## src/rtl/alu_exec_ctrl_pkg.sv

```systemverilog
// Shared codes for the alu and its sequencing front-end: func_sel encodings and FSM state encodings.
package alu_exec_ctrl_pkg;

    localparam logic [2:0] FUNC_ADD = 3'b000;
    localparam logic [2:0] FUNC_SUB = 3'b001;
    localparam logic [2:0] FUNC_CMP = 3'b010;
    localparam logic [2:0] FUNC_NEG = 3'b011;
    localparam logic [2:0] FUNC_AND = 3'b100;
    localparam logic [2:0] FUNC_OR  = 3'b101;
    localparam logic [2:0] FUNC_XOR = 3'b110;
    localparam logic [2:0] FUNC_ROT = 3'b111;

    // bit of func_sel that picks rotate direction (1 = right)
    localparam int ROT_RIGHT = 3;

    localparam logic [1:0] ST_IDLE = 2'd0;
    localparam logic [1:0] ST_EXEC = 2'd1;
    localparam logic [1:0] ST_DONE = 2'd2;

endpackage

```

## src/rtl/alu_exec_ctrl_alu.sv

```systemverilog
// Combinational WIDTH-bit alu: add/sub/compare/negate/logic/rotate-by-one with a single flag output.
module alu
    import alu_exec_ctrl_pkg::*;
#(
    parameter int WIDTH = 4
) (
    input  logic [WIDTH-1:0] a,
    input  logic [WIDTH-1:0] b,
    input  logic [3:0]       func_sel,
    output logic [WIDTH-1:0] r,
    output logic             ov_sgn
);

    logic [WIDTH:0] sum;
    logic [WIDTH:0] diff;

    // ov_sgn is carry-out for add, borrow (a < b unsigned) for sub/compare,
    // and "most negative operand" for negate.
    always_comb begin
        sum    = {1'b0, a} + {1'b0, b};
        diff   = {1'b0, a} - {1'b0, b};
        r      = '0;
        ov_sgn = 1'b0;
        case (func_sel[2:0])
            FUNC_ADD: begin
                r      = sum[WIDTH-1:0];
                ov_sgn = sum[WIDTH];
            end
            FUNC_SUB: begin
                r      = diff[WIDTH-1:0];
                ov_sgn = diff[WIDTH];
            end
            FUNC_CMP: begin
                r      = {{(WIDTH-1){1'b0}}, (a == b)};
                ov_sgn = diff[WIDTH];
            end
            FUNC_NEG: begin
                r      = '0 - a;
                ov_sgn = (a == {1'b1, {(WIDTH-1){1'b0}}});
            end
            FUNC_AND: r = a & b;
            FUNC_OR:  r = a | b;
            FUNC_XOR: r = a ^ b;
            FUNC_ROT: begin
                if (func_sel[ROT_RIGHT])
                    r = {a[0], a[WIDTH-1:1]};
                else
                    r = {a[WIDTH-2:0], a[WIDTH-1]};
            end
            default: r = '0;
        endcase
    end

endmodule

```

## src/rtl/alu_exec_ctrl.sv

```systemverilog
// Sequencing front-end for the alu: command handshake, operand/result/accumulator registers,
// result handshake and completed-operation counter.
//
//   state | meaning
//   IDLE  | waiting for a command; cmd_ready high
//   EXEC  | operands registered, alu result captured at the end of this cycle
//   DONE  | result presented (res_valid); a new command may be accepted as it is taken
module alu_exec_ctrl
    import alu_exec_ctrl_pkg::*;
#(
    parameter int WIDTH     = 4,
    parameter int CNT_WIDTH = 8
) (
    input  logic                 clk,
    input  logic                 rst,
    input  logic                 cmd_valid,
    output logic                 cmd_ready,
    input  logic [3:0]           cmd_func,
    input  logic                 cmd_acc_sel,
    input  logic [WIDTH-1:0]     cmd_a,
    input  logic [WIDTH-1:0]     cmd_b,
    output logic                 res_valid,
    input  logic                 res_ready,
    output logic [WIDTH-1:0]     res_r,
    output logic                 res_ov_sgn,
    output logic [WIDTH-1:0]     acc,
    output logic [CNT_WIDTH-1:0] ops_done
);

    logic [1:0]       state;
    logic [WIDTH-1:0] op_a;
    logic [WIDTH-1:0] op_b;
    logic [3:0]       op_func;
    logic [WIDTH-1:0] alu_r;
    logic             alu_ov_sgn;
    logic             cmd_hs;

    alu #(.WIDTH(WIDTH)) u_alu (
        .a        (op_a),
        .b        (op_b),
        .func_sel (op_func),
        .r        (alu_r),
        .ov_sgn   (alu_ov_sgn)
    );

    assign cmd_ready = !rst && ((state == ST_IDLE) || ((state == ST_DONE) && res_ready));
    assign cmd_hs    = cmd_valid && cmd_ready;
    assign res_valid = (state == ST_DONE);

    // acc here is the value written by the preceding EXEC, so back-to-back accepts chain correctly.
    always_ff @(posedge clk) begin
        if (rst) begin
            state      <= ST_IDLE;
            op_a       <= '0;
            op_b       <= '0;
            op_func    <= '0;
            res_r      <= '0;
            res_ov_sgn <= 1'b0;
            acc        <= '0;
            ops_done   <= '0;
        end else begin
            if (cmd_hs) begin
                op_a    <= cmd_acc_sel ? acc : cmd_a;
                op_b    <= cmd_b;
                op_func <= cmd_func;
            end
            case (state)
                ST_IDLE: begin
                    if (cmd_hs)
                        state <= ST_EXEC;
                end
                ST_EXEC: begin
                    res_r      <= alu_r;
                    res_ov_sgn <= alu_ov_sgn;
                    acc        <= alu_r;
                    state      <= ST_DONE;
                end
                ST_DONE: begin
                    if (res_ready) begin
                        ops_done <= ops_done + CNT_WIDTH'(1);
                        state    <= cmd_hs ? ST_EXEC : ST_IDLE;
                    end
                end
                default: state <= ST_IDLE;
            endcase
        end
    end

endmodule

```

## config.mk

```make
export PLATFORM = sky130hd
export DESIGN_NAME = alu_exec_ctrl
export DESIGN_NICKNAME = d
export VERILOG_FILES = /design/src/rtl/alu_exec_ctrl_pkg.sv /design/src/rtl/alu_exec_ctrl_alu.sv /design/src/rtl/alu_exec_ctrl.sv
export SDC_FILE = /design/constraint.sdc
export NUM_CORES = 1
export LEC_CHECK = 0
export ABC_AREA = 1
export CORE_MARGIN = 4
export CORE_UTILIZATION = 35
export CTS_BUF_LIST = sky130_fd_sc_hd__clkbuf_8
export DETAILED_ROUTE_END_ITERATION = 10
export PLACE_DENSITY_LB_ADDON = 0.15
export SETUP_SLACK_MARGIN = 0.4
export SYNTH_ARGS = -nofsm -noshare
export SYNTH_HDL_FRONTEND = slang
export SYNTH_HIERARCHICAL = 1
export SYNTH_SLANG_ARGS = --single-unit
```

## constraint.sdc

```tcl
create_clock -name clk -period 1.9 [get_ports clk]
set_clock_uncertainty 0.15 [all_clocks]
set_input_delay 0.57 -clock clk [delete_from_list [all_inputs] [get_ports clk]]
set_output_delay 0.57 -clock clk [all_outputs]
set_load 0.01 [all_outputs]
```

==> metrics.md <==
| Metric | Value |
|---|---|
| Area grow syn2layout | 44.02% |
| First-pass GRT wire length | about 8300 um |
| Fin area | roughly 2700 um^2 |
| Cell Count, Final, Fillers Out | 421 |
| Pin slew with the least headroom to its limit | approximately 290 ps |
| CTS buffer count | 3 |
| Max VDD drop | ~390 uV |
| Share of layout cells above drive strength 1 | 0.3333 |
| Yosys warns | 6 |
| Die Ht | about 81 um |
| Wire per inst | 11.56 um |
| Placed Cells | 396 |
| Area of the core | 5140 um^2 |
| Distinct cells, synth | 26 |
| Final net count | between 300 and 400 |
| Final GP Congestion | around 0.89 |
| Hold wc startpoint | res_ov_sgn |
| Yosys reg bits | 27 |
| Max-cap violations | 0 |
| Reg2Reg Launch Point | op_a[0] |
| Leak Pwr | about 1.2 nW |
| Synth top area share | 0.2886 |
| H-Tree Depth | 1 |
| TritonRoute pass-1 iters | 4 |
| Worst Setup End Kind | flip-flop |
| Starting Density | 0.3644 |
| Async set or reset register ratio after synthesis | 0 |
| Avg Cell Area, Syn | around 6.5 um^2 |
| TritonCTS Sinks | 27 |
| GRT Total Usage | 0.1606 |
| Via/cell ratio | 4.708 |
| Port Buffers | 35 |
| Max Slew Vio Count | 0 |
| Hpwl dp | between 3000 and 4000 um |
| Status | finished, final reports clean |
| Crit-path max FO | 4 |
| EDFF count, synth | 0 |
| Cell taking the most area after synthesis | dfxtp_1 |
| WP data required | around 2000 ps |
| Cell row count | 26 |
| Syn nets | 321 |
| Sequential fraction of the synthesis area | 0.2886 |
| Largest net degree at the start of global routing | 19 |
| RSZ-0062 raised after global routing | true |
| Ys flop type | dfxtp_1 |
| Skew-Pair Late Insertion Delay | roughly 270 ps |
| Root buffer cell | clkbuf_8 |
| Max Clock Freq | between 500 and 600 MHz |
| Final TNS setup | 0 ps |
| Kind of critical path | reg2reg |
| Top cells by area, synth | dfxtp_1 29%, nand2_1 14%, ha_1 9.4% |
| Finished Core Util | 0.5248 |
| ANT nets after route | 0 |
| Gr ovfl total | 0 |
| Crit path from | op_a[0] |
| PnR Total Power | ~1.3 mW |
| Vias in the first global route | around 1.9k |
| DR iter-0 viols | 60 |
| Tmin final | 1767 ps |
| DIE WIDTH | about 81 um |
| Dpl cell area | ~2400 um^2 |
| Setup Viol. Count Final | 0 |
| Vias | approximately 2k |
| TritonCTS clock tree | built |
| Die area | 6586 um^2 |
| Final Hold Violating Endpoints | 0 |
| Most common cell after layout, fill and taps aside | nand2_1 |
| Initial antenna violation count | 0 |
| Routed Wire Length | 4868 um |
| Synth Instances | roughly 290 |
| CP Launch Type | flip-flop |
| Top-level I/O count | 36 |
| PD cells | about 470 nW/um^2 |
| CTS Buffer Depth | 2 |
| Worst Path Arrival | about 1800 ps |
| Clk slew on worst S/H paths | around 90 ps |
| Most frequent cells in the layout | 72 x nand2_1, 36 x inv_1, 36 x nor2_1, 32 x buf_4, 17 x a21oi_1 |
| # DRC | 0 |
| # diodes | 0 |
| Mapped cell area | 1873 um^2 |
| Relative slew margins | 0.8068 |
| Hold Path Class | reg2reg |
| Crit share post-route | 0.9299 |
-- cells in the mapped netlist, drive strengths merged, types with 3 or more instances --
master	count
nand2	73
inv	46
nor2	45
dfxtp	27
a21oi	20
nand3	19
o21ai	18
ha	14
buf	7
nand4	5
o211ai	3
-- final timing paths --
| check | endpoint | slack [ps] | depth (start not counted) |
|---|---|---|---|
| max | res_ov_sgn | 130 | 11 |
| min | res_ov_sgn | 340 | 2 |
| max reg2reg | res_ov_sgn | 130 | 11 |
| min reg2reg | res_ov_sgn | 340 | 2 |
-- routing by layer --
metal	share of wire	up-vias	GRT usage	routed length (um)
met3	0.037	4	0.02550	179
li1	-	1029	-	-
met4	0.0099	0	0.03885	48
met1	0.47	912	0.2051	2265
met5	0	-	0	0
met2	0.49	37	0.2816	2375
-- kinds of logic (layout without fill, tap and decap cells) --
group                      count (synthesis)  in the layout  synth area share
DFF                                       27             27            0.2886
AOI/OAI and AO/OA                         43             43            0.1209
buffers and inverters                     54            117            0.1249
xor gates and xnor gates                   2              2          0.009354
and+or+nand+nor                          146            146            0.3413
adders and majority gates                 16             16            0.1149
-- cell type report --
type	count	area [um^2]
Multi-Input combinational cell	207	1230
Clock buffer	3	41.29
Fill cell	560	2442
Timing Repair Buffer	67	550.5
Tap cell	70	87.58
Sequential cell	27	589.3
Inverter	46	192.7
Clock inverter	1	6.256
-- power by group --
| part | internal [mW] | switching [mW] |
|---|---|---|
| clock | 0.150 | 0.182 |
| combinational | 0.155 | 0.162 |
| sequential | 0.585 | 0.0286 |
-- worst max-delay path: stages (launching register included) --
cell and delay [ps]:
dfxtp_4 390, inv_6 60, ha_4 120, inv_4 30, fa_2 330, inv_1 80, nor2_2 50, o21ai_1 130
o211ai_1 110, nand3_1 90, o21ai_0 80, nor2_1 90
-- through the flow --
| stage | setup WS, ps | hold WS (ps) |
|---|---|---|
| after floorplan | 223.5 | 311.2 |
| final | 133.1 | 335.9 |
| after detailed placement | -633.1 | 322.4 |
| after global placement | -625.7 | 315.9 |
| after global routing | 25.70 | 373.3 |
| after CTS | 126.2 | 339.5 |
-- state kept, by name (all words and copies together), names as in the netlist --
| register | count |
|---|---|
| acc | 4 |
| op_b | 4 |
| state | 2 |
| op_func | 4 |
| res_ov_sgn | 1 |
| ops_done | 8 |
| op_a | 4 |
-- timing repair --
item / 4_1_cts / 5_1_grt
hold buffers: 0 / 0
resized for setup: 106 / 27
setup buffers: 19 / 2
pin swaps: 9 / 7
endpoints found under the setup margin: 43 / 23
cloned: 0 / 0
Power figures use the tool's default switching activity.
